`config.mk`:
```
export PLATFORM = sky130hd
export DESIGN_NAME = sap_ctrl_seq_flat
export DESIGN_NICKNAME = d
export VERILOG_FILES = /design/src/rtl/sap_ctrl_seq_if.sv /design/src/rtl/sap_ctrl_seq.sv /design/src/flat_wrapper.sv
export SDC_FILE = /design/constraint.sdc
export NUM_CORES = 1
export LEC_CHECK = 0
export CAP_MARGIN = 20
export CORE_MARGIN = 5
export CORE_UTILIZATION = 41
export CTS_BUF_LIST = sky130_fd_sc_hd__clkbuf_8 sky130_fd_sc_hd__clkbuf_16
export CTS_CLUSTER_SIZE = 25
export DETAILED_ROUTE_END_ITERATION = 12
export GPL_ROUTABILITY_DRIVEN = 0
export PLACE_DENSITY = 0.75
export SYNTH_ARGS = -nofsm -noshare
export SYNTH_HDL_FRONTEND = slang
export SYNTH_SLANG_ARGS = --single-unit
```
`constraint.sdc`:
```
create_clock -name clk -period 2.2 [get_ports clk]
set_clock_uncertainty 0.15 [all_clocks]
set_input_delay 0.55 -clock clk [delete_from_list [all_inputs] [get_ports clk]]
set_output_delay 0.55 -clock clk [all_outputs]
set_load 0.02 [all_outputs]
```
`src/rtl/sap_ctrl_seq_if.sv`:
```
// Control/status bundle between the SAP sequencer (slave side) and the datapath it steers (master side).
interface sap_ctrl_seq_if #(
  parameter int unsigned CNT_W = 8
);
  logic [3:0]       opcode;
  logic             pc_oe;
  logic             pc_inc;
  logic             mar_load;
  logic             ram_oe;
  logic             ir_load;
  logic             ir_oe;
  logic             a_load;
  logic             a_oe;
  logic             b_load;
  logic             alu_sub;
  logic             alu_oe;
  logic             out_load;
  logic             halted;
  logic [5:0]       tstate;
  logic [CNT_W-1:0] instr_cnt;

  modport slave (
    input  opcode,
    output pc_oe, pc_inc, mar_load, ram_oe, ir_load, ir_oe, a_load, a_oe,
           b_load, alu_sub, alu_oe, out_load, halted, tstate, instr_cnt
  );

  modport master (
    output opcode,
    input  pc_oe, pc_inc, mar_load, ram_oe, ir_load, ir_oe, a_load, a_oe,
           b_load, alu_sub, alu_oe, out_load, halted, tstate, instr_cnt
  );
endinterface

```
`src/rtl/sap_ctrl_seq.sv`:
```
// SAP-1 controller-sequencer: six-state ring counter, control-word decode, halt and retired count.
// Optional SAP_SINGLE_STEP_EN adds a step input that gates every state change.
module sap_ctrl_seq #(
  parameter int unsigned CNT_W = 8
) (
  input  logic          clk,
  input  logic          clr_n,
`ifdef SAP_SINGLE_STEP_EN
  input  logic          step,
`endif
  sap_ctrl_seq_if.slave bus
);

  localparam logic [3:0] OP_LDA = 4'b0000;
  localparam logic [3:0] OP_ADD = 4'b0001;
  localparam logic [3:0] OP_SUB = 4'b0010;
  localparam logic [3:0] OP_OUT = 4'b1110;
  localparam logic [3:0] OP_HLT = 4'b1111;

  typedef enum logic [5:0] {
    ST_HALT = 6'b000000,
    ST_T1   = 6'b000001,
    ST_T2   = 6'b000010,
    ST_T3   = 6'b000100,
    ST_T4   = 6'b001000,
    ST_T5   = 6'b010000,
    ST_T6   = 6'b100000
  } state_e;

  state_e           state_q, state_d;
  logic             halted_q, halted_d;
  logic [CNT_W-1:0] cnt_q, cnt_d;
  logic             adv_c;

`ifdef SAP_SINGLE_STEP_EN
  assign adv_c = step;
`else
  assign adv_c = 1'b1;
`endif

  always_ff @(posedge clk or negedge clr_n) begin
    if (!clr_n) begin
      state_q  <= ST_T1;
      halted_q <= 1'b0;
      cnt_q    <= '0;
    end else begin
      state_q  <= state_d;
      halted_q <= halted_d;
      cnt_q    <= cnt_d;
    end
  end

  // Next-state and control-word decode; opcode only matters in T4-T6.
  always_comb begin
    state_d      = state_q;
    halted_d     = halted_q;
    cnt_d        = cnt_q;
    bus.pc_oe    = 1'b0;
    bus.pc_inc   = 1'b0;
    bus.mar_load = 1'b0;
    bus.ram_oe   = 1'b0;
    bus.ir_load  = 1'b0;
    bus.ir_oe    = 1'b0;
    bus.a_load   = 1'b0;
    bus.a_oe     = 1'b0;
    bus.b_load   = 1'b0;
    bus.alu_sub  = 1'b0;
    bus.alu_oe   = 1'b0;
    bus.out_load = 1'b0;

    case (state_q)
      ST_T1: begin
        bus.pc_oe    = 1'b1;
        bus.mar_load = 1'b1;
        if (adv_c) state_d = ST_T2;
      end
      ST_T2: begin
        bus.pc_inc = 1'b1;
        if (adv_c) state_d = ST_T3;
      end
      ST_T3: begin
        bus.ram_oe  = 1'b1;
        bus.ir_load = 1'b1;
        if (adv_c) state_d = ST_T4;
      end
      ST_T4: begin
        case (bus.opcode)
          OP_LDA, OP_ADD, OP_SUB: begin
            bus.ir_oe    = 1'b1;
            bus.mar_load = 1'b1;
          end
          OP_OUT: begin
            bus.a_oe     = 1'b1;
            bus.out_load = 1'b1;
          end
          default: ;
        endcase
        if (adv_c) begin
          if (bus.opcode == OP_HLT) begin
            state_d  = ST_HALT;
            halted_d = 1'b1;
          end else begin
            state_d = ST_T5;
          end
        end
      end
      ST_T5: begin
        case (bus.opcode)
          OP_LDA: begin
            bus.ram_oe = 1'b1;
            bus.a_load = 1'b1;
          end
          OP_ADD, OP_SUB: begin
            bus.ram_oe = 1'b1;
            bus.b_load = 1'b1;
          end
          default: ;
        endcase
        if (adv_c) state_d = ST_T6;
      end
      ST_T6: begin
        if (bus.opcode == OP_ADD || bus.opcode == OP_SUB) begin
          bus.alu_oe  = 1'b1;
          bus.alu_sub = (bus.opcode == OP_SUB);
          bus.a_load  = 1'b1;
        end
        if (adv_c) begin
          state_d = ST_T1;
          cnt_d   = cnt_q + CNT_W'(1);
        end
      end
      ST_HALT: ;
      default: state_d = ST_T1;
    endcase
  end

  assign bus.tstate    = state_q;
  assign bus.halted    = halted_q;
  assign bus.instr_cnt = cnt_q;

endmodule

```
`src/flat_wrapper.sv`:
```
// flat-port wrapper written by rule: the top's interface ports become plain ports
module sap_ctrl_seq_flat 
#(
  parameter int unsigned CNT_W = 8
)
  (clk, clr_n, bus_opcode, bus_pc_oe, bus_pc_inc, bus_mar_load, bus_ram_oe, bus_ir_load, bus_ir_oe, bus_a_load, bus_a_oe, bus_b_load, bus_alu_sub, bus_alu_oe, bus_out_load, bus_halted, bus_tstate, bus_instr_cnt);
  sap_ctrl_seq_if #(.CNT_W(CNT_W)) bus_i ();
  input  logic clk;
  input  logic clr_n;
  input wire logic [$bits(bus_i.opcode)-1:0] bus_opcode;
  output wire logic [$bits(bus_i.pc_oe)-1:0] bus_pc_oe;
  output wire logic [$bits(bus_i.pc_inc)-1:0] bus_pc_inc;
  output wire logic [$bits(bus_i.mar_load)-1:0] bus_mar_load;
  output wire logic [$bits(bus_i.ram_oe)-1:0] bus_ram_oe;
  output wire logic [$bits(bus_i.ir_load)-1:0] bus_ir_load;
  output wire logic [$bits(bus_i.ir_oe)-1:0] bus_ir_oe;
  output wire logic [$bits(bus_i.a_load)-1:0] bus_a_load;
  output wire logic [$bits(bus_i.a_oe)-1:0] bus_a_oe;
  output wire logic [$bits(bus_i.b_load)-1:0] bus_b_load;
  output wire logic [$bits(bus_i.alu_sub)-1:0] bus_alu_sub;
  output wire logic [$bits(bus_i.alu_oe)-1:0] bus_alu_oe;
  output wire logic [$bits(bus_i.out_load)-1:0] bus_out_load;
  output wire logic [$bits(bus_i.halted)-1:0] bus_halted;
  output wire logic [$bits(bus_i.tstate)-1:0] bus_tstate;
  output wire logic [$bits(bus_i.instr_cnt)-1:0] bus_instr_cnt;
  assign bus_i.opcode = bus_opcode;
  assign bus_pc_oe = bus_i.pc_oe;
  assign bus_pc_inc = bus_i.pc_inc;
  assign bus_mar_load = bus_i.mar_load;
  assign bus_ram_oe = bus_i.ram_oe;
  assign bus_ir_load = bus_i.ir_load;
  assign bus_ir_oe = bus_i.ir_oe;
  assign bus_a_load = bus_i.a_load;
  assign bus_a_oe = bus_i.a_oe;
  assign bus_b_load = bus_i.b_load;
  assign bus_alu_sub = bus_i.alu_sub;
  assign bus_alu_oe = bus_i.alu_oe;
  assign bus_out_load = bus_i.out_load;
  assign bus_halted = bus_i.halted;
  assign bus_tstate = bus_i.tstate;
  assign bus_instr_cnt = bus_i.instr_cnt;
  sap_ctrl_seq #(.CNT_W(CNT_W)) u_core (.clk(clk), .clr_n(clr_n), .bus(bus_i));
endmodule
```
After elaboration in Yosys (flattened, before gate mapping)
Cells that the tools add are included.
{"block": "word_totals", "elab_cells": 39, "reg_bits": 15}
{"block": "op_classes", "addsub": 1, "eq_ne": 10, "mux": 19, "n_reduce_logical": 6}
{"op": "one-hot mux 6 bit (6 select lines)", "count": 1}
{"op": "2-to-1 mux 1 bit", "count": 14}
{"op": "adder 8 x 1 -> 8 bit (second input constant)", "count": 1}
{"op": "equality test 4 bit (second input constant)", "count": 2}
{"op": "equality test 6 x 1 -> 1 bit (second input constant)", "count": 1}
{"op": "equality test 6 x 2 -> 1 bit (second input constant)", "count": 1}
{"op": "equality test 6 x 3 -> 1 bit (second input constant)", "count": 1}
{"op": "equality test 6 x 4 -> 1 bit (second input constant)", "count": 1}
{"op": "equality test 6 x 5 -> 1 bit (second input constant)", "count": 1}
{"op": "equality test 6 bit (second input constant)", "count": 1}
{"op": "logical NOT 6 bit", "count": 1}
{"op": "one-hot mux 1 bit (2 select lines)", "count": 3}
{"op": "2-to-1 mux 5 bit", "count": 1}
{"op": "equality test 4 x 1 -> 1 bit (second input constant)", "count": 1}
{"op": "equality test 4 x 2 -> 1 bit (second input constant)", "count": 1}
{"op": "logical NOT 4 bit", "count": 1}
{"op": "OR reduction 3 bit", "count": 1}
{"op": "AND reduction 2 bit", "count": 1}
{"op": "OR reduction 2 bit", "count": 1}
{"op": "logical OR 1 bit", "count": 1}

Depth between registers and ports, before layout
Gate-level depths: netlist (run 1).
{"block": "logic_depth", "depth_word": 4, "mapped_depth": 5, "depth_no_buf": 4}

Worst setup path after synthesis (run 1)
No wires, ideal clock.
{"block": "synth_timing", "path_type": "reg-to-output", "startpoint": "reg u_core.state_q[4] (netlist: u_core.bus.tstate[4])", "endpoint": "out bus_mar_load", "n_path_buf": 0, "path_stages_with_launch": 4, "setup_slack_ns": -0.503, "t_arrival_ns": 2.003, "path_cell_list": "dfrtp_1 -> or4_1 -> nor3b_1 -> o21bai_1"}
{"block": "synth_via", "elab_chain_len": 2}
{"element": "start, declared", "line": "sap_ctrl_seq.sv:30", "text": "state_e state_q, state_d;"}
{"element": "start signal, assigned", "line": "sap_ctrl_seq.sv:47", "text": "state_q <= state_d;"}
{"element": "equality test 6 x 4 -> 1 bit or equality test 6 x 1 -> 1 bit (tied branches)", "line": "sap_ctrl_seq.sv:71", "text": "case (state_q)"}
{"element": "one-hot mux 1 bit (2 select lines) *", "line": "sap_ctrl_seq.sv:71"}
{"element": "end, declared", "line": "flat_wrapper.sv:13", "text": "output wire logic [$bits(bus_i.mar_load)-1:0] bus_mar_load;"}
Mark *: on every way between the ends. The rest lies on a longest branch, timed or not.

Worst setup path in the final report (run 1)
{"block": "layout_timing", "startpoint": "reg u_core.state_q[3] (netlist: u_core.bus.tstate[3])", "endpoint": "out bus_a_load"}
{"block": "layout_via", "elab_chain_len": 2}
{"element": "equality test 6 bit or equality test 6 x 5 -> 1 bit (tied branches)", "line": "sap_ctrl_seq.sv:71"}
{"element": "one-hot mux 1 bit (2 select lines) *", "line": "sap_ctrl_seq.sv:71"}
{"element": "end, declared", "line": "flat_wrapper.sv:17", "text": "output wire logic [$bits(bus_i.a_load)-1:0] bus_a_load;"}
Marked as above.

==> summary.json, run 1 <==
{
  "status": {"value": "finished, violations left"},
  "violations": {"value": "setup timing"},
  "end_kind": {"value": "output pin"},
  "grt_start_max_net_pins": {"value": 16},
  "cts.sink_count": {"value": 15},
  "final_period_minus_worst_setup_slack": {"value": 2445, "unit": "ps"},
  "synth_sequential_area_ratio": {"value": 47.18, "unit": "%"},
  "n_antenna_cell": {"value": 0},
  "crit_type": {"value": "reg -> out"},
  "cts_hold_buffers": {"value": 0},
  "dr.pass1.iters": {"value": 4},
  "worst_ep_arrival_time": {"value": 1750, "unit": "ps"},
  "worstHoldPathType": {"value": "reg -> reg"},
  "first_global_vias": {"value": 914},
  "yosys_warnings": {"value": 0},
  "dp_slack": {"value": -719.5, "unit": "ps"},
  "crit-reg2reg-launch": {"value": "u_core.bus.tstate[3]"},
  "max_slew.worst_pin.slew": {"value": 353.6, "unit": "ps"},
  "grt_first_pass_wirelength": {"value": 4064, "unit": "um"},
  "fp.dieArea": {"value": 2930, "unit": "um^2"},
  "finalHoldViolations": {"value": 0},
  "tritoncts": {"value": "done"},
  "layout.filler_cells": {"value": 120},
  "finalSetupViolations": {"value": 11},
  "final_hold_slack": {"value": 320.1, "unit": "ps"},
  "clock.fmax": {"value": 409.0, "unit": "MHz"},
  "p_per_area": {"value": 602.8, "unit": "nW/um^2"},
  "cts_max_level": {"value": 1},
  "number_of_antenna_violations_at_the_first_check_in_global_routing": {"value": 0},
  "vias": {"value": 871},
  "io-pin-count": {"value": 33},
  "start_kind": {"value": "register"},
  "min-delay-start": {"value": "u_core.bus.instr_cnt[7]"},
  "cts_root_buffer": {"value": "clkbuf_8"},
  "clkLatencyLatePin": {"value": 240, "unit": "ps"},
  "rr_endpoint": {"value": "u_core.bus.instr_cnt[6]"},
  "die_x_extent": {"value": 54.13, "unit": "um"},
  "maxSlewViolCount": {"value": 0},
  "finalCritPeriodShare": {"value": 111.1, "unit": "%"},
  "cts_buffer_depth": {"value": 2},
  "hold_end": {"value": "u_core.bus.instr_cnt[7]"},
  "drive_gt1_share": {"value": 45.83, "unit": "%"},
  "route.detailed.wl_per_inst": {"value": 14.71, "unit": "um"},
  "global_route.usage.total": {"value": 19.68, "unit": "%"},
  "drt-vias-per-instance": {"value": 5.094},
  "grt_setup_unrepaired": {"value": "yes"},
  "drt-total-wl": {"value": 2516, "unit": "um"},
  "cts_inserted_buffers": {"value": 3},
  "synth_cell_types": {"value": 30},
  "finish.utilization": {"value": 81.05, "unit": "%"},
  "grt.overflow.total": {"value": 0},
  "die_h": {"value": 54.13, "unit": "um"},
  "post_synthesis_average_cell_area": {"value": 9.978, "unit": "um^2"},
  "ys_seq_elements": {"value": 15},
  "hold-path-cell-count": {"value": 1},
  "layout-area-overhead-vs-synth": {"value": 93.10, "unit": "%"},
  "syn_inst": {"value": 80},
  "finalWorstSetupSlack": {"value": -245.0, "unit": "ps"},
  "drv_cap": {"value": 0},
  "rows": {"value": 16},
  "drt_iter0_drc": {"value": 6},
  "worst-r2r-cell-count": {"value": 5},
  "starting_density": {"value": 41.97, "unit": "%"},
  "final_antenna_net_count": {"value": 0},
  "io_buffers": {"value": 32},
  "vdd_ir_drop_max": {"value": 440.5, "unit": "uV"},
  "detailed_placement_hpwl": {"value": 1873, "unit": "um"},
  "mappedNetlistNets": {"value": 87},
  "timing.critical_path.fanout_max": {"value": 3},
  "timing.reg2reg.setup_slack": {"value": 150, "unit": "ps"},
  "drc": {"value": 0},
  "worst-endpoint-required": {"value": 1500, "unit": "ps"},
  "placeableCoreArea": {"value": 1902, "unit": "um^2"},
  "finish.net_count": {"value": 152},
  "timing.slew.headroom": {"value": 76.21, "unit": "%"},
  "netlist_area": {"value": 798.3, "unit": "um^2"},
  "cts.reportedPaths.clkPinSlew": {"value": 60, "unit": "ps"},
  "power_leakage": {"value": 0.7266, "unit": "nW"}
}
worst max-delay path, cell delays in order, from the launching register on:
cell and delay (ps):
dfrtp_2 420, or4_4 580, buf_6 150, nor4_4 190, buf_4 170
cell type report:
type                    count  area, um^2  share of cell area (%)
repair buffers             63       559.3                   36.28
multi-input cells          59       510.5                   33.12
flip-flops and latches     15       381.6                   24.76
clock buffers               3       41.29                   2.679
well taps                  27       33.78                   2.192
inverters                   3       11.26                  0.7305
clock inverters             1       3.754                  0.2435
power by group:
part / internal [mW] / switching (mW) / leakage (nW)
Combinational: 0.175 / 0.161 / 0.515
Clock: 0.123 / 0.0918 / 0.0269
Sequential: 0.321 / 0.0568 / 0.185
synth_stat cells:
| cell type | number | area [um^2] |
|---|---|---|
| buf_2 | 1 | 5.000 |
| o21bai_1 | 2 | 15.01 |
| o31ai_1 | 1 | 7.510 |
| nor2_1 | 6 | 22.52 |
| dfstp_2 | 1 | 26.28 |
| mux2_2 | 1 | 11.26 |
| inv_1 | 3 | 11.26 |
| nor2b_1 | 1 | 6.260 |
| xor2_1 | 6 | 52.55 |
| or4_1 | 2 | 15.01 |
| nor4_1 | 6 | 37.54 |
| buf_6 | 1 | 11.26 |
| maj3_1 | 1 | 10.01 |
| and3b_1 | 2 | 17.52 |
| nand3_1 | 4 | 20.02 |
| ha_1 | 1 | 12.51 |
| nor3b_1 | 4 | 30.03 |
| nand3b_1 | 2 | 15.01 |
| a21oi_1 | 2 | 10.01 |
| nand4_1 | 1 | 6.260 |
| dfrtp_1 | 14 | 350.3 |
| a41oi_1 | 1 | 8.760 |
| xnor2_1 | 2 | 17.52 |
| buf_4 | 1 | 7.510 |
| and4_1 | 1 | 8.760 |
| nor4b_1 | 1 | 8.760 |
| nor3_1 | 4 | 20.02 |
| nand2_1 | 6 | 22.52 |
| o21ai_0 | 1 | 5.000 |
| nand2b_1 | 1 | 6.260 |
layout by cell type, fill, tap and decap left out, types with 2 or more instances in the layout:
master           Yosys  layout
clkbuf_8             0       3
buf_4                1      32
nand2_1              6       6
dlygate4sd2_1        0       4
and3b_1              2       2
or4_4                0       2
nor3_1               4       3
nor4_4               0       3
nor4_1               6       3
dfrtp_2              0       4
dfrtp_1             14      10
nand3_1              4       4
xnor2_1              2       2
nor2_4               0       2
buf_6                1      11
inv_1                3       4
nor2_1               6       3
clkdlybuf4s50_1      0      16
xor2_1               6       6
nor3b_4              0       2
nand3b_1             2       2
a21oi_1              2       2
nor3b_1              4       2
timing repair:
item                                    4_1_cts  5_1_grt
endpoints found under the hold margin         0        0
pin swaps                                     6        6
setup buffers                                 3        2
endpoints found under the setup margin       13       12
gates resized for setup                      65       19
stage by stage:
step	area (um^2)	TNS, ps	total power, mW	std cells
final	1541	-1739	0.9293	171
after global routing	1541	-2571	0.9821	171
after CTS	1470	-2104	0.9329	169
after detailed placement	1403	-6649	0.7106	162
after global placement	1403	-6202	0.6941	162
after floorplan	887.1	-199.0	0.5348	80
per-layer routing:
metal	vias to the layer above	wire length, um	global-route usage [%]
li1	419	-	-
met1	423	1036	21.67
met2	27	1352	36.85
met3	2	108	4.155
met4	0	19	6.224
met5	-	0	0
registers in the layout (all words and copies together), names as in the netlist:
signal	flops
u_core.bus.halted	1
u_core.bus.instr_cnt	8
u_core.bus.tstate	6
worst max-delay path by stage:
stage | from | to | slack [ps] | cells after the start
5_1_grt | u_core.bus.tstate[3] | bus_a_load | -310 | 4
2_1_floorplan | u_core.bus.tstate[2] | bus_mar_load | -100 | 3
3_3_place_gp | bus_opcode[0] | bus_a_load | -660 | 5
6_report | u_core.bus.tstate[3] | bus_a_load | -250 | 4
3_5_place_dp | bus_opcode[0] | bus_a_load | -720 | 5
4_1_cts | u_core.bus.tstate[2] | bus_a_load | -260 | 4
cells by family (layout without fill, tap and decap cells):
kind of cell / after synthesis / in the layout / share of synthesized area [%]
muxes: 1 / 1 / 1.411
DFF: 15 / 15 / 47.18
adders and majority gates: 2 / 2 / 2.821
buffers and inverters: 6 / 70 / 4.388
and+or+nand+nor: 41 / 41 / 29.63
AOI/OAI and AO/OA: 7 / 7 / 5.799
xor gates and xnor gates: 8 / 8 / 8.778
(Power assumes the default switching activity.)
==> run 2, diff against run 1 <==
--- a/config.mk
+++ b/config.mk
@@ -13,6 +13,7 @@
 export DETAILED_ROUTE_END_ITERATION = 12
 export GPL_ROUTABILITY_DRIVEN = 0
 export PLACE_DENSITY = 0.75
+export SLEW_MARGIN = 30
 export SYNTH_ARGS = -nofsm -noshare
 export SYNTH_HDL_FRONTEND = slang
 export SYNTH_SLANG_ARGS = --single-unit
==> results of run 2 <==
No change in the layout: final DEF, timing and power equal those of run 1.
